File: src/rtl/radiation_pulse_processor_pkg.sv
// Shared types and widths for the radiation pulse processing chain.
package radiation_pkg;

    typedef enum logic [1:0] {
        IDLE    = 2'd0,
        PEAK    = 2'd1,
        READY   = 2'd2,
        HOLDOFF = 2'd3
    } radState_t;

    localparam int unsigned RADIATION_VALUE_WIDTH = 10;
    localparam int unsigned COUNTER_WIDTH         = 16;

endpackage

File: src/rtl/radiation_pulse_processor_counter.sv
// Saturating up-counter; clear wins over increment.
module saturating_counter
    import radiation_pkg::*;
#(
    parameter int unsigned WIDTH = COUNTER_WIDTH
) (
    input  logic             clk,
    input  logic             reset,
    input  logic             inc,
    input  logic             clr,
    output logic [WIDTH-1:0] count
);

    always_ff @(posedge clk or negedge reset) begin
        if (!reset) begin
            count <= '0;
        end else if (clr) begin
            count <= '0;
        end else if (inc && (count != '1)) begin
            count <= count + 1'b1;
        end
    end

endmodule

File: src/rtl/radiation_pulse_processor.sv
// Baseline-corrected pulse detector: peak capture, event strobe and dead-time for the histogram.
module radiation_pulse_processor
    import radiation_pkg::*;
#(
    parameter int unsigned ADC_WIDTH      = 12,
    parameter int unsigned MIN_PULSE_LEN  = 2,
    parameter int unsigned MAX_PULSE_LEN  = 64,
    parameter int unsigned READY_CYCLES   = 4,
    parameter int unsigned HOLDOFF_CYCLES = 4
) (
    input  logic                             clk,
    input  logic                             reset,
    input  logic                             enable,
    input  logic                             sampleValid,
    input  logic [ADC_WIDTH-1:0]             adcSample,
    input  logic [ADC_WIDTH-1:0]             baseline,
    input  logic [ADC_WIDTH-1:0]             threshold,
    input  logic                             clearCounters,
    output logic                             valueReady,
    output logic [RADIATION_VALUE_WIDTH-1:0] radiationValue,
    output logic [COUNTER_WIDTH-1:0]         pulseCount,
    output logic [COUNTER_WIDTH-1:0]         rejectCount,
    output logic                             busy
);

    localparam int unsigned LEN_W   = $clog2(MAX_PULSE_LEN + 1);
    localparam int unsigned MAX_TMR = (READY_CYCLES > HOLDOFF_CYCLES) ? READY_CYCLES : HOLDOFF_CYCLES;
    localparam int unsigned TMR_W   = (MAX_TMR < 2) ? 1 : $clog2(MAX_TMR);

    radState_t                        state, stateNext;
    logic [ADC_WIDTH-1:0]             peak, peakNext;
    logic [LEN_W-1:0]                 len, lenNext, lenInc;
    logic [TMR_W-1:0]                 timer, timerNext;
    logic [RADIATION_VALUE_WIDTH-1:0] valueNext;
    logic [ADC_WIDTH-1:0]             diff;
    logic                             above;
    logic                             pulseInc;
    logic                             rejectInc;

    assign diff   = (adcSample > baseline) ? (adcSample - baseline) : '0;
    assign above  = (diff > threshold);
    assign lenInc = LEN_W'(len + 1'b1);

    always_ff @(posedge clk or negedge reset) begin
        if (!reset) begin
            state          <= IDLE;
            peak           <= '0;
            len            <= '0;
            timer          <= '0;
            radiationValue <= '0;
        end else begin
            state          <= stateNext;
            peak           <= peakNext;
            len            <= lenNext;
            timer          <= timerNext;
            radiationValue <= valueNext;
        end
    end

    always_comb begin
        stateNext = state;
        peakNext  = peak;
        lenNext   = len;
        timerNext = timer;
        valueNext = radiationValue;
        pulseInc  = 1'b0;
        rejectInc = 1'b0;
        case (state)
            IDLE: begin
                if (sampleValid && enable && above) begin
                    stateNext = PEAK;
                    peakNext  = diff;
                    lenNext   = LEN_W'(1);
                end
            end
            PEAK: begin
                // Disable aborts silently; cycles without sampleValid leave the pulse untouched.
                if (!enable) begin
                    stateNext = IDLE;
                end else if (sampleValid) begin
                    if (above) begin
                        peakNext = (diff > peak) ? diff : peak;
                        lenNext  = lenInc;
                        if (lenInc == LEN_W'(MAX_PULSE_LEN)) begin
                            rejectInc = 1'b1;
                            stateNext = HOLDOFF;
                            timerNext = '0;
                        end
                    end else if (len >= LEN_W'(MIN_PULSE_LEN)) begin
                        valueNext = peak[ADC_WIDTH-1 -: RADIATION_VALUE_WIDTH];
                        pulseInc  = 1'b1;
                        stateNext = READY;
                        timerNext = '0;
                    end else begin
                        rejectInc = 1'b1;
                        stateNext = IDLE;
                    end
                end
            end
            READY: begin
                if (timer == TMR_W'(READY_CYCLES - 1)) begin
                    stateNext = HOLDOFF;
                    timerNext = '0;
                end else begin
                    timerNext = TMR_W'(timer + 1'b1);
                end
            end
            HOLDOFF: begin
                if (timer == TMR_W'(HOLDOFF_CYCLES - 1)) begin
                    stateNext = IDLE;
                    timerNext = '0;
                end else begin
                    timerNext = TMR_W'(timer + 1'b1);
                end
            end
            default: stateNext = IDLE;
        endcase
    end

    assign valueReady = (state == READY);
    assign busy       = (state != IDLE);

    saturating_counter #(.WIDTH(COUNTER_WIDTH)) pulseCounter (
        .clk   (clk),
        .reset (reset),
        .inc   (pulseInc),
        .clr   (clearCounters),
        .count (pulseCount)
    );

    saturating_counter #(.WIDTH(COUNTER_WIDTH)) rejectCounter (
        .clk   (clk),
        .reset (reset),
        .inc   (rejectInc),
        .clr   (clearCounters),
        .count (rejectCount)
    );

endmodule

File: config.mk
export PLATFORM = sky130hd
export DESIGN_NAME = radiation_pulse_processor
export DESIGN_NICKNAME = d
export VERILOG_FILES = /design/src/rtl/radiation_pulse_processor_pkg.sv /design/src/rtl/radiation_pulse_processor_counter.sv /design/src/rtl/radiation_pulse_processor.sv
export SDC_FILE = /design/constraint.sdc
export NUM_CORES = 1
export LEC_CHECK = 0
export CAP_MARGIN = 10
export CELL_PAD_IN_SITES_DETAIL_PLACEMENT = 1
export CELL_PAD_IN_SITES_GLOBAL_PLACEMENT = 2
export CORE_MARGIN = 2
export CORE_UTILIZATION = 35
export DETAILED_ROUTE_END_ITERATION = 12
export PLACE_DENSITY_LB_ADDON = 0.1
export SYNTH_ARGS = -nofsm -noshare
export SYNTH_HDL_FRONTEND = slang
export SYNTH_SLANG_ARGS = --single-unit
File: constraint.sdc
create_clock -name clk -period 4.9 [get_ports clk]
set_input_delay 0.98 -clock clk [delete_from_list [all_inputs] [get_ports clk]]
set_output_delay 0.98 -clock clk [all_outputs]
set_load 0.005 [all_outputs]
==> flow_summary.json, run 1 <==
{
  "hp-class": "reg -> reg",
  "clkSinkCount": 65,
  "fin_nets": 749,
  "ios": 85,
  "timing.critical_path.fanout_max": 7,
  "wire_per_inst_um": 17.4,
  "yosysTopAreaCell": "dfrtp_1",
  "routed_wl_mm": 14.7,
  "dr_total_vias": 4403,
  "async_reset_ff_share_pct": 100,
  "regArea_um2": 1630,
  "arrival_ns": 5.10,
  "ys_seq_elements": 65,
  "r2r_start": "rejectCounter.count[2]$_DFFE_PN0P_",
  "antenna_found_initial": 0,
  "regToRegSetupSlack_ns": 1.87,
  "status": "completed",
  "finalCritPeriodShare_pct": 99.6,
  "fmax_mhz": 205,
  "hold_depth": 1,
  "syn_nets": 589,
  "grt-ovfl-total": 0,
  "gp_congestion": 0.870,
  "swShare_pct": 32.0,
  "peakVddDrop_uv": 298,
  "cts_tree": "yes",
  "placed_cell_area_um2": 6010,
  "cts_buffers": 9,
  "worst_pin_slew_ns": 1.07,
  "die_area_um2": 14100,
  "viasPerCell": 5.23,
  "min-delay-start": "radiationValue[0]$_DFFE_PN0P_",
  "yosysWarnings": 0,
  "drive_above_1_share_pct": 30.0,
  "holdPathEnd": "radiationValue[0]$_DFFE_PN0P_",
  "clock_latency_ns": 0.34,
  "slew_headroom_pct": 28.6,
  "first_global_vias": 4772,
  "final_cell_area_um2": 7020,
  "portBuffers": 84,
  "post-route-drc-count": 0,
  "drt_iter0_drc": 164,
  "r2r_cells": 9,
  "rr_endpoint": "rejectCounter.count[15]$_DFFE_PN0P_",
  "whs_ns": 0.500,
  "grt_max_degree": 45,
  "p_leak_nw": 3.19,
  "critPathCaptureType": "flop",
  "crit_required_ns": 5.12,
  "hold_violations": 0,
  "antenna_left": 0,
  "die_width_um": 119,
  "yosysSeqAreaShare_pct": 35.2,
  "period_needed_ns": 4.88,
  "multi_input_area_um2": 3170,
  "coreArea_um2": 12700,
  "grt_pass1_wl_mm": 24.0,
  "yosys.area.top_type_share_pct": 35.2,
  "clockBufferDepth": 2,
  "h-tree-depth": 3,
  "comb_power_share_pct": 37.5,
  "synth_cells": 506,
  "synth_area_leaders": "dfrtp_1, ha_1, mux2_2",
  "crit_type": "in -> reg",
  "fp.dieH_um": 119,
  "initial_core_util_pct": 36.3,
  "critPathLaunchType": "input pin",
  "internal_power_mw": 1.57,
  "synth-edff-count": 0,
  "power_per_cell_area_nw_per_um2": 329,
  "skew_ns": 0.00814,
  "syn_to_final_growth_pct": 52.1,
  "post_synth.cell_area_avg_um2": 9.12,
  "fillers": 1459,
  "dp_hpwl_mm": 10.0,
  "seqPwrFrac_pct": 30.9,
  "synth_area_um2": 4610,
  "p_sw_mw": 0.737,
  "p_clk_share_pct": 31.6,
  "finalMaxSlewViolations": 0,
  "grtUsageTotal_pct": 20.9,
  "max_cap_violations": 0,
  "cts_root_buf": "clkbuf_16",
  "cts.clk_slew.worst_paths_ns": 0.06,
  "post-layout-total-power_mw": 2.31,
  "drtPass1Iterations": 5,
  "n_antenna_cell": 0,
  "synthDistinctLibCells": 62,
  "post-route-util_pct": 55.2,
  "setup_viol_count_final": 0,
  "synthFlopType": "dfrtp_1",
  "num_rows": 41
}
==> cells in the final DEF, fill, tap and decap left out, types with 5 or more instances in the layout <==
cell | synthesis | final
and3_1 | 8 | 8
nor3_1 | 18 | 13
mux2_2 | 34 | 30
nand2_1 | 37 | 36
a21o_1 | 10 | 10
a21oi_2 | 0 | 6
dfrtp_1 | 65 | 65
buf_6 | 1 | 10
buf_4 | 3 | 73
ha_1 | 41 | 31
or4_1 | 5 | 5
nor2b_1 | 20 | 16
nand4_1 | 10 | 10
clkbuf_16 | 0 | 9
o21ai_0 | 14 | 12
a21oi_1 | 22 | 16
xnor2_1 | 14 | 14
nor2_1 | 43 | 39
inv_1 | 46 | 43
mux2_4 | 1 | 6
dlymetal6s2s_1 | 0 | 5
clkdlybuf4s50_1 | 0 | 76
nand3_1 | 20 | 19
ha_4 | 0 | 9
==> metal layers <==
layer | GRT usage [%] | wire length (µm) | up-vias
met3 | 4.93 | 478 | 17
met1 | 27.2 | 6810 | 2208
li1 | - | - | 2112
met4 | 6.40 | 227 | 0
met2 | 34.4 | 7170 | 66
met5 | 0 | 0 | -
==> sequential cells by signal (all words and copies together) (netlist names), named ones only <==
name,count
pulseCounter.count,16
rejectCounter.count,16
peak,12
radiationValue,10
len,7
timer,2
state,1
==> area by class of cell <==
| cell class | instances | area share [%] |
|---|---|---|
| sequential | 65 | 23.2 |
| clock buffer | 13 | 3.85 |
| clock inverter | 2 | 0.856 |
| inverter | 46 | 2.46 |
| tap | 172 | 3.07 |
| timing repair buffer | 167 | 21.4 |
| multi-input combinational | 377 | 45.2 |
==> what timing repair did <==
| item | CTS | global route |
|---|---|---|
| setup endpoints to repair | 44 | 35 |
| gates cloned | 2 | 0 |
| pin swaps | 15 | 34 |
| gates resized for setup | 42 | 57 |
| buffers inserted | 12 | 11 |
| hold buffers | 0 | 0 |
==> how the worst max path moves through the flow <==
stage | from | end | depth (start not counted)
finish | baseline[2] | rejectCounter.count[5]$_DFFE_PN0P_ | 19
floorplan | adcSample[0] | rejectCounter.count[3]$_DFFE_PN0P_ | 17
global route | baseline[2] | rejectCounter.count[13]$_DFFE_PN0P_ | 20
CTS | baseline[5] | rejectCounter.count[7]$_DFFE_PN0P_ | 18
global placement | adcSample[0] | rejectCounter.count[3]$_DFFE_PN0P_ | 17
detailed placement | adcSample[0] | rejectCounter.count[9]$_DFFE_PN0P_ | 17
==> per-stage QoR <==
step / instances / TNS (ns) / setup WS (ns)
after global routing: 842 / -0.853 / -0.103
after CTS: 830 / -0.0137 / -0.00716
after detailed placement: 801 / -28.01 / -0.624
after floorplan: 506 / 0 / 0.137
final: 842 / 0 / 0.0219
after global placement: 801 / -14.76 / -0.400
==> synth_stat cells, types with 8 or more instances <==
master	count
mux2_2	34
ha_1	41
nand2_1	37
nand3_1	20
nor4_1	8
o21ai_0	14
inv_1	46
xnor2_1	14
clkbuf_1	11
and3_1	8
nor2_1	43
dfrtp_1	65
nand4_1	10
nor2b_1	20
nor3_1	18
a21oi_1	22
a21o_1	10
==> power groups by stage <==
| stage | clock [mW] | combinational, mW | sequential, mW |
|---|---|---|---|
| after floorplan | 0 | 0.418 | 0.690 |
| after global placement | 0 | 0.674 | 0.716 |
| after detailed placement | 0 | 0.706 | 0.724 |
| after CTS | 0.745 | 0.785 | 0.714 |
| after global routing | 0.766 | 0.965 | 0.731 |
| final | 0.728 | 0.865 | 0.714 |
==> logic make-up (layout without fill, tap and decap cells) <==
logic type / after synthesis / in the layout / share of synthesized area (%)
mux: 38 / 39 / 9.27
flops: 65 / 65 / 35.2
fa+ha+maj: 42 / 42 / 11.6
buf+inv: 65 / 228 / 5.80
simple gates: 200 / 200 / 23.3
compound gates: 80 / 80 / 11.7
xor+xnor: 16 / 16 / 3.04
==> critical path, cell delays in order <==
cell             delay [ns]
clkdlybuf4s50_1        0.47
inv_2                  0.04
ha_4                   0.27
buf_6                  0.11
nand3_2                0.09
nor3_2                 0.21
nor2b_2                0.19
nor2_2                 0.06
a31oi_4                0.18
buf_6                  0.16
buf_4                  0.12
nor3_2                 0.06
ha_1                   0.29
nand4_1                0.16
a211o_1                0.34
a31oi_4                0.29
mux2_4                 0.44
nor4_4                 0.28
mux2_2                 0.37
(Power assumes the default switching activity.)
==> run 2: changes to the inputs <==
GPL_ROUTABILITY_DRIVEN = 1   (was unset)
==> results of run 2 <==
Same layout as run 1: the final DEF is identical, and so are final timing and power.
